===== config.mk =====
export PLATFORM = sky130hd
export DESIGN_NAME = counter_xn
export DESIGN_NICKNAME = d
export VERILOG_FILES = /design/src/rtl/counter_xn_pkg.sv /design/src/rtl/counter_xn_ch.sv /design/src/rtl/counter_xn.sv
export SDC_FILE = /design/constraint.sdc
export NUM_CORES = 1
export LEC_CHECK = 0
export ABC_AREA = 1
export CAP_MARGIN = 20
export CORE_MARGIN = 2
export CORE_UTILIZATION = 45
export DETAILED_ROUTE_END_ITERATION = 6
export PLACE_DENSITY_LB_ADDON = 0.05
export SYNTH_ARGS = -nofsm -noshare
export SYNTH_HDL_FRONTEND = slang
export SYNTH_HIERARCHICAL = 1
export SYNTH_SLANG_ARGS = --single-unit

===== constraint.sdc =====
create_clock -name clk -period 3.98 [get_ports clk]
set_clock_uncertainty 0.15 [all_clocks]
set_input_delay 0.597 -clock clk [delete_from_list [all_inputs] [get_ports clk]]
set_output_delay 0.597 -clock clk [all_outputs]
set_load 0.02 [all_outputs]

===== src/rtl/counter_xn_pkg.sv =====
// ---------------------------------------------------------------------------
// counter_xn_pkg
// Shared definitions for the counter_xn timer peripheral.
//   mode_e      : channel operating modes (2-bit control field)
//   CTL_IEN_BIT : position of the interrupt-enable bit in the control word
//   CTL_W       : width of the control word {ien, mode[1:0]}
//   MODE_RESET  : mode a channel wakes up in (stopped)
// ---------------------------------------------------------------------------
package counter_xn_pkg;

    typedef enum logic [1:0] {
        MODE_ONESHOT  = 2'b00,
        MODE_PERIODIC = 2'b01,
        MODE_SQUARE   = 2'b10,
        MODE_STOP     = 2'b11
    } mode_e;

    localparam int    CTL_W       = 3;
    localparam int    CTL_IEN_BIT = 2;
    localparam mode_e MODE_RESET  = MODE_STOP;

endpackage


===== src/rtl/counter_xn_ch.sv =====
// ---------------------------------------------------------------------------
// counter_xn_ch
// One timer channel: tick edge detect, count/reload, mode, interrupt enable,
// sticky pending bit and output level.
// Ports:
//   clk       : system clock
//   rst_n     : asynchronous active-low reset
//   tick_i    : slow count source, rising edges are counted
//   we_i      : load strobe already decoded for this channel
//   ctl_we_i  : control strobe already decoded for this channel
//   wdata_i   : load value for count and reload
//   ctl_i     : control word {ien, mode[1:0]}
//   clr_i     : write-1-to-clear for the pending bit
//   count_o   : current count
//   cnt_out_o : output level (one-shot level / periodic pulse / square wave)
//   pend_o    : sticky pending bit
//   ien_o     : interrupt enable
// ---------------------------------------------------------------------------
module counter_xn_ch
    import counter_xn_pkg::*;
#(
    parameter int WIDTH = 32
) (
    input  logic             clk,
    input  logic             rst_n,
    input  logic             tick_i,
    input  logic             we_i,
    input  logic             ctl_we_i,
    input  logic [WIDTH-1:0] wdata_i,
    input  logic [CTL_W-1:0] ctl_i,
    input  logic             clr_i,
    output logic [WIDTH-1:0] count_o,
    output logic             cnt_out_o,
    output logic             pend_o,
    output logic             ien_o
);

    localparam logic [WIDTH-1:0] ONE = WIDTH'(1);

    logic             tick_q;
    logic [WIDTH-1:0] count_q,  count_d;
    logic [WIDTH-1:0] reload_q, reload_d;
    mode_e            mode_q,   mode_d;
    logic             ien_q,    ien_d;
    logic             pend_q,   pend_d;
    logic             out_q,    out_d;
    logic             edge_w;
    logic             fire;

    assign edge_w = tick_i & ~tick_q;

    always_comb begin
        count_d  = count_q;
        reload_d = reload_q;
        mode_d   = mode_q;
        ien_d    = ien_q;
        out_d    = out_q;
        fire     = 1'b0;

        // The periodic output is a single-clock pulse, so it falls back to
        // low on every cycle that does not carry a terminal event.
        if (mode_q == MODE_PERIODIC) begin
            out_d = 1'b0;
        end

        // A load on the same cycle discards the edge entirely.
        if (edge_w && !we_i) begin
            case (mode_q)
                MODE_ONESHOT: begin
                    if (count_q > ONE) begin
                        count_d = count_q - ONE;
                    end else if (count_q == ONE) begin
                        count_d = '0;
                        out_d   = 1'b1;
                        fire    = 1'b1;
                    end
                end
                MODE_PERIODIC, MODE_SQUARE: begin
                    // count==0 (reload of 0) is idle: nothing decrements past 0.
                    if (count_q > ONE) begin
                        count_d = count_q - ONE;
                    end else if (count_q == ONE) begin
                        count_d = reload_q;
                        fire    = 1'b1;
                        out_d   = (mode_q == MODE_PERIODIC) ? 1'b1 : ~out_q;
                    end
                end
                default: ;
            endcase
        end

        // The edge above was evaluated under the old mode; the new mode only
        // applies from the next cycle on.
        if (ctl_we_i) begin
            mode_d = mode_e'(ctl_i[1:0]);
            ien_d  = ctl_i[CTL_IEN_BIT];
            out_d  = 1'b0;
        end

        if (we_i) begin
            count_d  = wdata_i;
            reload_d = wdata_i;
            out_d    = 1'b0;
        end

        // A new event wins over a simultaneous clear.
        pend_d = fire | (pend_q & ~clr_i);
    end

    always_ff @(posedge clk or negedge rst_n) begin
        if (!rst_n) begin
            tick_q   <= 1'b0;
            count_q  <= '0;
            reload_q <= '0;
            mode_q   <= MODE_RESET;
            ien_q    <= 1'b0;
            pend_q   <= 1'b0;
            out_q    <= 1'b0;
        end else begin
            tick_q   <= tick_i;
            count_q  <= count_d;
            reload_q <= reload_d;
            mode_q   <= mode_d;
            ien_q    <= ien_d;
            pend_q   <= pend_d;
            out_q    <= out_d;
        end
    end

    assign count_o   = count_q;
    assign cnt_out_o = out_q;
    assign pend_o    = pend_q;
    assign ien_o     = ien_q;

endmodule


===== src/rtl/counter_xn.sv =====
// ---------------------------------------------------------------------------
// counter_xn
// N-channel programmable down-counter/timer with interrupt support.
// Ports:
//   clk     : system clock
//   RSTN    : asynchronous active-low reset
//   tick    : per-channel count source (rising edge counted)
//   we      : load strobe for channel ch (count and reload <= wdata)
//   ctl_we  : control strobe for channel ch (mode/ien <= ctl_in)
//   ch      : target channel for we/ctl_we (out-of-range is ignored)
//   wdata   : load value
//   ctl_in  : control word {ien, mode[1:0]}
//   rd_ch   : readback channel select
//   irq_clr : write-1-to-clear pending mask
//   rd_data : count[rd_ch], registered (0 when rd_ch is out of range)
//   cnt_out : per-channel output level
//   pend    : sticky pending bits
//   irq     : OR of pending bits whose interrupt is enabled
// ---------------------------------------------------------------------------
module counter_xn
    import counter_xn_pkg::*;
#(
    parameter int N_CH  = 3,
    parameter int WIDTH = 32,
    parameter int CH_W  = 2
) (
    input  logic             clk,
    input  logic             RSTN,
    input  logic [N_CH-1:0]  tick,
    input  logic             we,
    input  logic             ctl_we,
    input  logic [CH_W-1:0]  ch,
    input  logic [WIDTH-1:0] wdata,
    input  logic [CTL_W-1:0] ctl_in,
    input  logic [CH_W-1:0]  rd_ch,
    input  logic [N_CH-1:0]  irq_clr,
    output logic [WIDTH-1:0] rd_data,
    output logic [N_CH-1:0]  cnt_out,
    output logic [N_CH-1:0]  pend,
    output logic             irq
);

    logic [WIDTH-1:0] count_w [N_CH];
    logic [N_CH-1:0]  ien_w;
    logic [WIDTH-1:0] rd_data_q, rd_data_d;

    // Only indices below N_CH exist here, so an out-of-range ch never matches
    // any channel and its strobes fall on the floor.
    for (genvar gi = 0; gi < N_CH; gi++) begin : g_ch
        logic hit;
        assign hit = (ch == CH_W'(gi));

        counter_xn_ch #(
            .WIDTH (WIDTH)
        ) u_ch (
            .clk       (clk),
            .rst_n     (RSTN),
            .tick_i    (tick[gi]),
            .we_i      (we & hit),
            .ctl_we_i  (ctl_we & hit),
            .wdata_i   (wdata),
            .ctl_i     (ctl_in),
            .clr_i     (irq_clr[gi]),
            .count_o   (count_w[gi]),
            .cnt_out_o (cnt_out[gi]),
            .pend_o    (pend[gi]),
            .ien_o     (ien_w[gi])
        );
    end

    always_comb begin
        rd_data_d = '0;
        for (int i = 0; i < N_CH; i++) begin
            if (rd_ch == CH_W'(i)) begin
                rd_data_d = count_w[i];
            end
        end
    end

    always_ff @(posedge clk or negedge RSTN) begin
        if (!RSTN) begin
            rd_data_q <= '0;
        end else begin
            rd_data_q <= rd_data_d;
        end
    end

    assign rd_data = rd_data_q;
    assign irq     = |(pend & ien_w);

endmodule

==> results by group, run 1 <==
Routing
  • Routed Antenna Nets: 0
  • Final WL: approximately 51 mm
  • DR pass1 iterations: 7
  • DRC: 0
  • Via Count: roughly 14,000
  • First DRT Iteration DRCs: between 1,000 and 1,500
  • DR WL/cell: about 20 um
  • Vias per Instance: 5.43

STA
  • Period utilisation layout: between 70% and 80%
  • # setup viols final: 0
  • Slew HR: 39.7%
  • Tmin final: between 2 and 3 ns
  • Worst Tran Pin Value: between 0.9 and 1 ns
  • Final Slew Violations: 0
  • Final hold violation count: 0
  • Setup TNS: 0 ns
  • RSZ-0062 raised after global routing: no
  • Maximum clock frequency: 346 MHz
  • Hold_ws: around 0.32 ns

Yosys
  • Most common cell in the netlist: nand2_1
  • Top cells by area, synth: dfrtp_1 (41%), nand2_1 (18%), nor2_1 (8.4%)
  • Mean Syn Cell Area: approximately 7 um2
  • Post-synth top cells: nand2_1 (707), nor2_1 (327), dfrtp_1 (236)
  • Syn Std Cell Area: 14,500 um2
  • Cells after Synth: just over 2,000
  • Yosys top cell area share: a little over 40%
  • Seq cells post-synth: 242
  • Number of synthesized flops with an enable pin: 0
  • Area leader, netlist: dfrtp_1
  • Synth warn: 6
  • Post-synth ARST share: between 90% and 100%
  • Commonest register cell after synthesis: dfrtp_1
  • Post-synthesis net count: approximately 2,100
  • Post-synthesis sequential area ratio: 41.7%
  • Yosys cell types: 40

Clock network
  • Post-CTS sizing: 0
  • Clk_lat worst skew: 0.57 ns
  • Clock transition at path regs: roughly 0.06 ns
  • Clock Sinks: 242
  • TritonCTS buffer count: 29
  • Clock tree root driver cell: clkbuf_16
  • Maximum clock path buffer count: 3
  • Number of buffers added for setup after CTS: 0
  • H-Tree Depth: 1
  • Hold Buf Count CTS: 1
  • TritonCTS clock tree: yes

Place
  • Gpl congestion: 0.939
  • DP Wirelength: between 30 and 40 mm
  • Port Buffers: between 80 and 90

Worst setup path
  • Worst Path Buf+Inv: 2
  • Startpoint type of the worst setup path: register
  • CP max stage cell: dfrtp_1
  • Worst path required time: between 4 and 5 ns
  • Crit path max fanout: 13
  • Critical Path AT: ~3.2 ns
  • Critical path class: reg2reg
  • CP endpoint kind: register
  • Worst-path cell chain: inv_1, ha_1, nand2_2, nor2_8, nand2_4, a21oi_4, nor2_1, buf_4, nand2_1, o21ai_1, nor2_1, nor2_1
  • Worst path top cell family by delay: simple AND/OR/NAND/NOR gates
  • Most frequent CP cell: nor2_1
  • Critical Path Max Stage Delay: 0.45 ns

Final layout
  • Layout cell share with drive strength beyond 1: about 7.6%
  • Syn-to-layout area delta: 14.8%
  • Final net count: 2,201
  • Final core occ: 52.7%
  • Ant diodes: 0

Power
  • Peak VDD IR: between 0.3 and 0.4 mV
  • PD cells: between 500 and 600 nW/um2
  • Leak pwr: around 8 nW

GRT
  • Largest net degree at the start of global routing: around 100
  • First-pass GRT wire length: 78.7 mm
  • Vias in the first global route: approximately 13,000
  • Antenna violations before repair: 0
  • Global route overflow: 0
  • Tot GR Track Use: just over 30%

Worst hold path
  • Tightest Hold Check Type: reg2reg

Die
  • Die area: 33,800 um2
  • # IOs: 88
  • Core ar.: 31,700 um2
  • Die Span X: 184 um
  • Rows: 65
  • Die height: ~180 um
  • Initial Util: a little under half

Run
  • Max cap viols: 0

Status
  • Outcome: finished clean
cells in the final DEF, fill, tap and decap left out, types with 3 or more instances in the layout:
cell type        instances
o21a_1                   3
clkinv_2                 6
a21boi_0                 5
buf_12                   6
o21ai_2                  5
nor2_2                  18
clkbuf_16               29
nor2_1                 327
dfrtp_1                236
xor2_1                  25
nand2_2                 21
a21oi_4                  3
dfstp_2                  6
ha_1                    18
inv_2                    5
clkdlybuf4s50_1         86
a21oi_1                  6
nor2_4                   9
nor3_2                   3
or2_0                    5
xnor2_1                 19
o21ai_1                 22
clkinvlp_4               4
nand3_1                217
bufinv_16                3
nand3b_1                 6
nand2_4                  6
clkbuf_8                 7
nand2_1                706
inv_1                  155
nand4_1                 49
mux2_2                   3
o211ai_1                 4
buf_4                   17
o21ai_0                 77
clkbuf_1                 4
nor3_1                  16
nor2_8                   4
sequential cells by signal (all words and copies together) (netlist names):
register	cells
g_ch.u_ch/pend_o	3
g_ch.u_ch/cnt_out_o	3
g_ch.u_ch/count_o	96
g_ch.u_ch/reload_q	96
g_ch.u_ch/ien_o	3
rd_data	32
g_ch.u_ch/tick_q	3
g_ch.u_ch/mode_q	6
power breakdown:
group	total (mW)	leakage, nW	internal (mW)	switching, mW
Clock	2.77	0.483	1.66	1.11
Sequential	4.00	2.92	3.12	0.879
Combinational	2.99	4.82	1.13	1.85
worst paths after layout:
kind	startpoint	endpoint	slack [ns]	depth (start not counted)
setup reg to reg	g_ch[1].u_ch/count_o[0]	g_ch[1].u_ch/count_o[6]	1.09	12
min in group asynchronous	RSTN	g_ch[2].u_ch/count_o[31]	0.48	2
max in group asynchronous	RSTN	g_ch[1].u_ch/count_o[17]	2.18	3
hold reg to reg	g_ch[1].u_ch/reload_q[21]	g_ch[1].u_ch/reload_q[21]	0.32	2
hold / removal	g_ch[1].u_ch/reload_q[21]	g_ch[1].u_ch/reload_q[21]	0.32	2
setup / recovery	g_ch[1].u_ch/count_o[0]	g_ch[1].u_ch/count_o[6]	1.09	12
layout make-up:
| class | count | area [um2] |
|---|---|---|
| tap | 402 | 503 |
| clock buffer | 40 | 837 |
| sequential | 242 | 6060 |
| multi-input combinational | 1587 | 7390 |
| clock inverter | 14 | 159 |
| inverter | 162 | 608 |
| timing repair buffer | 112 | 1150 |
| fill | 3158 | 15000 |
metrics by stage:
stage	area, um2	worst slack, ns	instances	total power, mW
2_1_floorplan	14500	1.82	2075	5.81
3_3_place_gp	15700	1.01	2503	6.95
3_5_place_dp	15700	0.997	2504	6.99
4_1_cts	16700	1.06	2559	9.79
5_1_grt	16700	0.892	2559	10.4
6_report	16700	1.09	2559	9.76
per-layer routing:
| metal | track usage, % | share of wire, % | up-vias |
|---|---|---|---|
| met5 | 0 | 0 | - |
| met4 | 12.4 | 4.4 | 0 |
| met3 | 4.62 | 6.8 | 98 |
| met2 | 49.8 | 45 | 474 |
| met1 | 42.0 | 44 | 6625 |
| li1 | - | - | 6686 |
tightest hold or removal path, delay by kind of cell, from the launching register on:
kind,cells,cell delay [ns]
flip-flops,1,0.32
AND/OR/NAND/NOR,2,0.12
cells by family (layout without fill, tap and decap cells):
kind of cell | count (synthesis) | in the layout | share of synthesized area [%]
XOR/XNOR | 44 | 44 | 2.65
AO/OA/AOI/OAI | 129 | 129 | 5.14
flip-flops | 242 | 242 | 41.7
buffers and inverters | 246 | 328 | 7.66
adder cells (fa/ha/maj) | 18 | 18 | 1.55
AND/OR/NAND/NOR | 1393 | 1393 | 41.1
multiplexers | 3 | 3 | 0.232
Note: power is estimated with default switching activity, not from simulation.
==> inputs of run 2 (changes only) <==
- clock period: 3.98 -> 2.81 ns (I/O delays scaled with it)
==> run 2 against run 1 <==
Compared with the run above: via count is 0.58% higher; first-iteration DRC count increased by 13%; design area grew 1.7%; sequential power up 38%; sequential share of layout area decreased by 0.60 points; critical path depth up 1.
==> results by group, run 2 (synthesis gave the netlist of run 1 again) <==
Final layout
  • Syn-to-layout area delta: 16.8%
  • Most frequent cells in the layout: nand2_1 (706), nor2_1 (327), dfrtp_1 (236)
  • Final net count: 2,235 (+1.5%)
  • Final core occ: 53.6% (+0.89 points)
  • Layout cell share with drive strength beyond 1: 8.86% (+1.3 points)
  • Commonest non-fill, non-tap cell in the layout: nand2_1
  • Final non-filler cell total: 2,591 (+1.3%)
  • Ant diodes: 0 (unchanged)
  • Filler Cell Count: 3,212 (+1.7%)

Die
  • Core ar.: 31,700 um2 (unchanged)
  • Die height: 184 um (unchanged)
  • Die area: 33,800 um2 (unchanged)
  • Rows: 65 (unchanged)
  • Die Span X: 184 um (unchanged)
  • Initial Util: 45.9% (unchanged)
  • # IOs: 88 (unchanged)

GRT
  • Tot GR Track Use: 30.8% (-0.16 points)
  • First-pass GRT wire length: 78.0 mm (-0.88%)
  • Largest net degree at the start of global routing: 72 (-31%)
  • Antenna violations before repair: 1 (+1)
  • Vias in the first global route: 13,172 (-1.5%)
  • Global route overflow: 0 (unchanged)

Worst hold path
  • Hold path cells: 1 (-1)
  • HP Start: tick[1]
  • Worst hold endpoint: g_ch[1].u_ch/tick_q
  • Tightest Hold Check Type: in2reg

STA
  • Slew HR: 51.2% (+12 points)
  • Final worst slack: 0.189 ns (-0.899 ns)
  • # setup viols final: 0 (unchanged)
  • Final hold violation count: 0 (unchanged)
  • Worst Tran Pin Value: 0.731 ns (-0.174 ns)
  • Setup TNS: 0 ns (unchanged)
  • Tmin final: 2.62 ns (-0.271 ns)
  • RSZ-0062 raised after global routing: no
  • Maximum clock frequency: 382 MHz (+10%)
  • Period utilisation layout: 93.3% (+21 points)
  • Final Slew Violations: 0 (unchanged)

Routing
  • DR WL/cell: 19.8 um (-0.77%)
  • Vias per Instance: 5.39 (-0.67%)
  • DR pass1 iterations: 6 (-1)
  • DRC: 0 (unchanged)
  • First DRT Iteration DRCs: 1,177 (+13%)
  • Routed Antenna Nets: 0 (unchanged)
  • Final WL: 51.2 mm (+0.47%)
  • Via Count: 13,963 (+0.58%)

Place
  • Pre-CTS setup slack: 0.0239 ns (-0.973 ns)
  • Dpl cells: 2,538 (+1.4%)
  • Port Buffers: 87 (unchanged)
  • DP Wirelength: 38.0 mm (+1.4%)
  • Gpl congestion: 0.969 (+3.3%)

Worst setup path
  • Reg2reg setup slack: 0.19 ns (-0.90 ns)
  • Startpoint type of the worst setup path: register
  • Critical path class: reg2reg
  • R2R cell count: 13 (+1)
  • CP endpoint kind: register
  • Worst path required time: 3.11 ns (-1.17 ns)
  • Crit path max fanout: 15 (+2)
  • Reg2reg start: g_ch[1].u_ch/count_o[1]
  • Worst R2R End: g_ch[1].u_ch/count_o[7]
  • Critical Path AT: 2.92 ns (-0.27 ns)

Status
  • Outcome: finished clean

Clock network
  • Clock Sinks: 242 (unchanged)
  • Number of buffers added for setup after CTS: 0 (unchanged)
  • TritonCTS clock tree: yes
  • H-Tree Depth: 1 (unchanged)
  • Clock transition at path regs: 0.06 ns (about the same)
  • Clock tree root driver cell: clkbuf_16
  • Clk_lat worst skew: 0.56 ns (about the same)
  • Maximum clock path buffer count: 3 (unchanged)
  • TritonCTS buffer count: 29 (unchanged)

Power
  • Leak pwr: 8.40 nW (+2.1%)
  • Peak VDD IR: 0.482 mV (+36%)
  • PD cells: 822 nW/um2 (+41%)
  • Power Total: 14.0 mW (+43%)

Run
  • Max cap viols: 0 (unchanged)
==> run 2: area by class of cell <==
| cell class | instances | area, um2 | share of cell area (%) |
|---|---|---|---|
| sequential | 242 | 6060 | 35.7 |
| multi-input combinational | 1587 | 7390 | 43.5 |
| timing repair buffer | 146 | 1470 | 8.63 |
| tap | 402 | 503 | 2.96 |
| clock buffer | 42 | 855 | 5.03 |
| inverter | 162 | 608 | 3.58 |
| clock inverter | 10 | 105 | 0.619 |
==> run 2: through the flow <==
step                hold slack [ns]  cell area [um2]
finish                        0.189            17000
global route                  0.194            17000
CTS                           0.170            17000
detailed placement            0.302            16000
global placement              0.298            16000
floorplan                   -0.0241            14500
==> run 2: routing by layer <==
metal	track usage, %	part of all wire, %	wire, um
met5	0	0	0
met4	11.9	4.4	2260
met3	6.44	8.1	4140
met2	48.2	45	22800
met1	41.9	43	22000
==> run 2: worst max-delay path: stages, from the launching register on <==
cell and delay (ns):
dfrtp_1 0.43, inv_1 0.14, ha_1 0.25, nand2_2 0.15
nor2_8 0.22, nand2_4 0.12, nor2_2 0.16, nand2_1 0.06
nand2_1 0.08, nand2_2 0.21, inv_2 0.32, nand2_1 0.09
nand2_1 0.08, inv_1 0.04
==> run 2: worst max path at each step <==
stage,from,end,slack (ns),cells past startpoint
floorplan,g_ch[2].u_ch/count_o[0],g_ch[2].u_ch/count_o[1],0.78,13
global placement,ch[0],g_ch[1].u_ch/count_o[1],0.08,9
detailed placement,ch[0],g_ch[1].u_ch/count_o[1],0.02,9
CTS,g_ch[1].u_ch/count_o[1],g_ch[1].u_ch/count_o[31],0.23,13
global route,g_ch[2].u_ch/count_o[0],g_ch[2].u_ch/count_o[22],0.03,13
finish,g_ch[1].u_ch/count_o[1],g_ch[1].u_ch/count_o[7],0.19,13
==> run 2: where the power goes <==
group          switching (mW)  internal (mW)
logic                    2.85           1.79
clock network            1.53           2.27
registers                1.09           4.43
==> run 2: what timing repair did <==
| item | 4_1_cts | 5_1_grt |
|---|---|---|
| hold buffers | 1 | 0 |
| hold endpoints to repair | 65 | 0 |
| gates resized for setup | 0 | 0 |
| setup endpoints to repair | 0 | 0 |
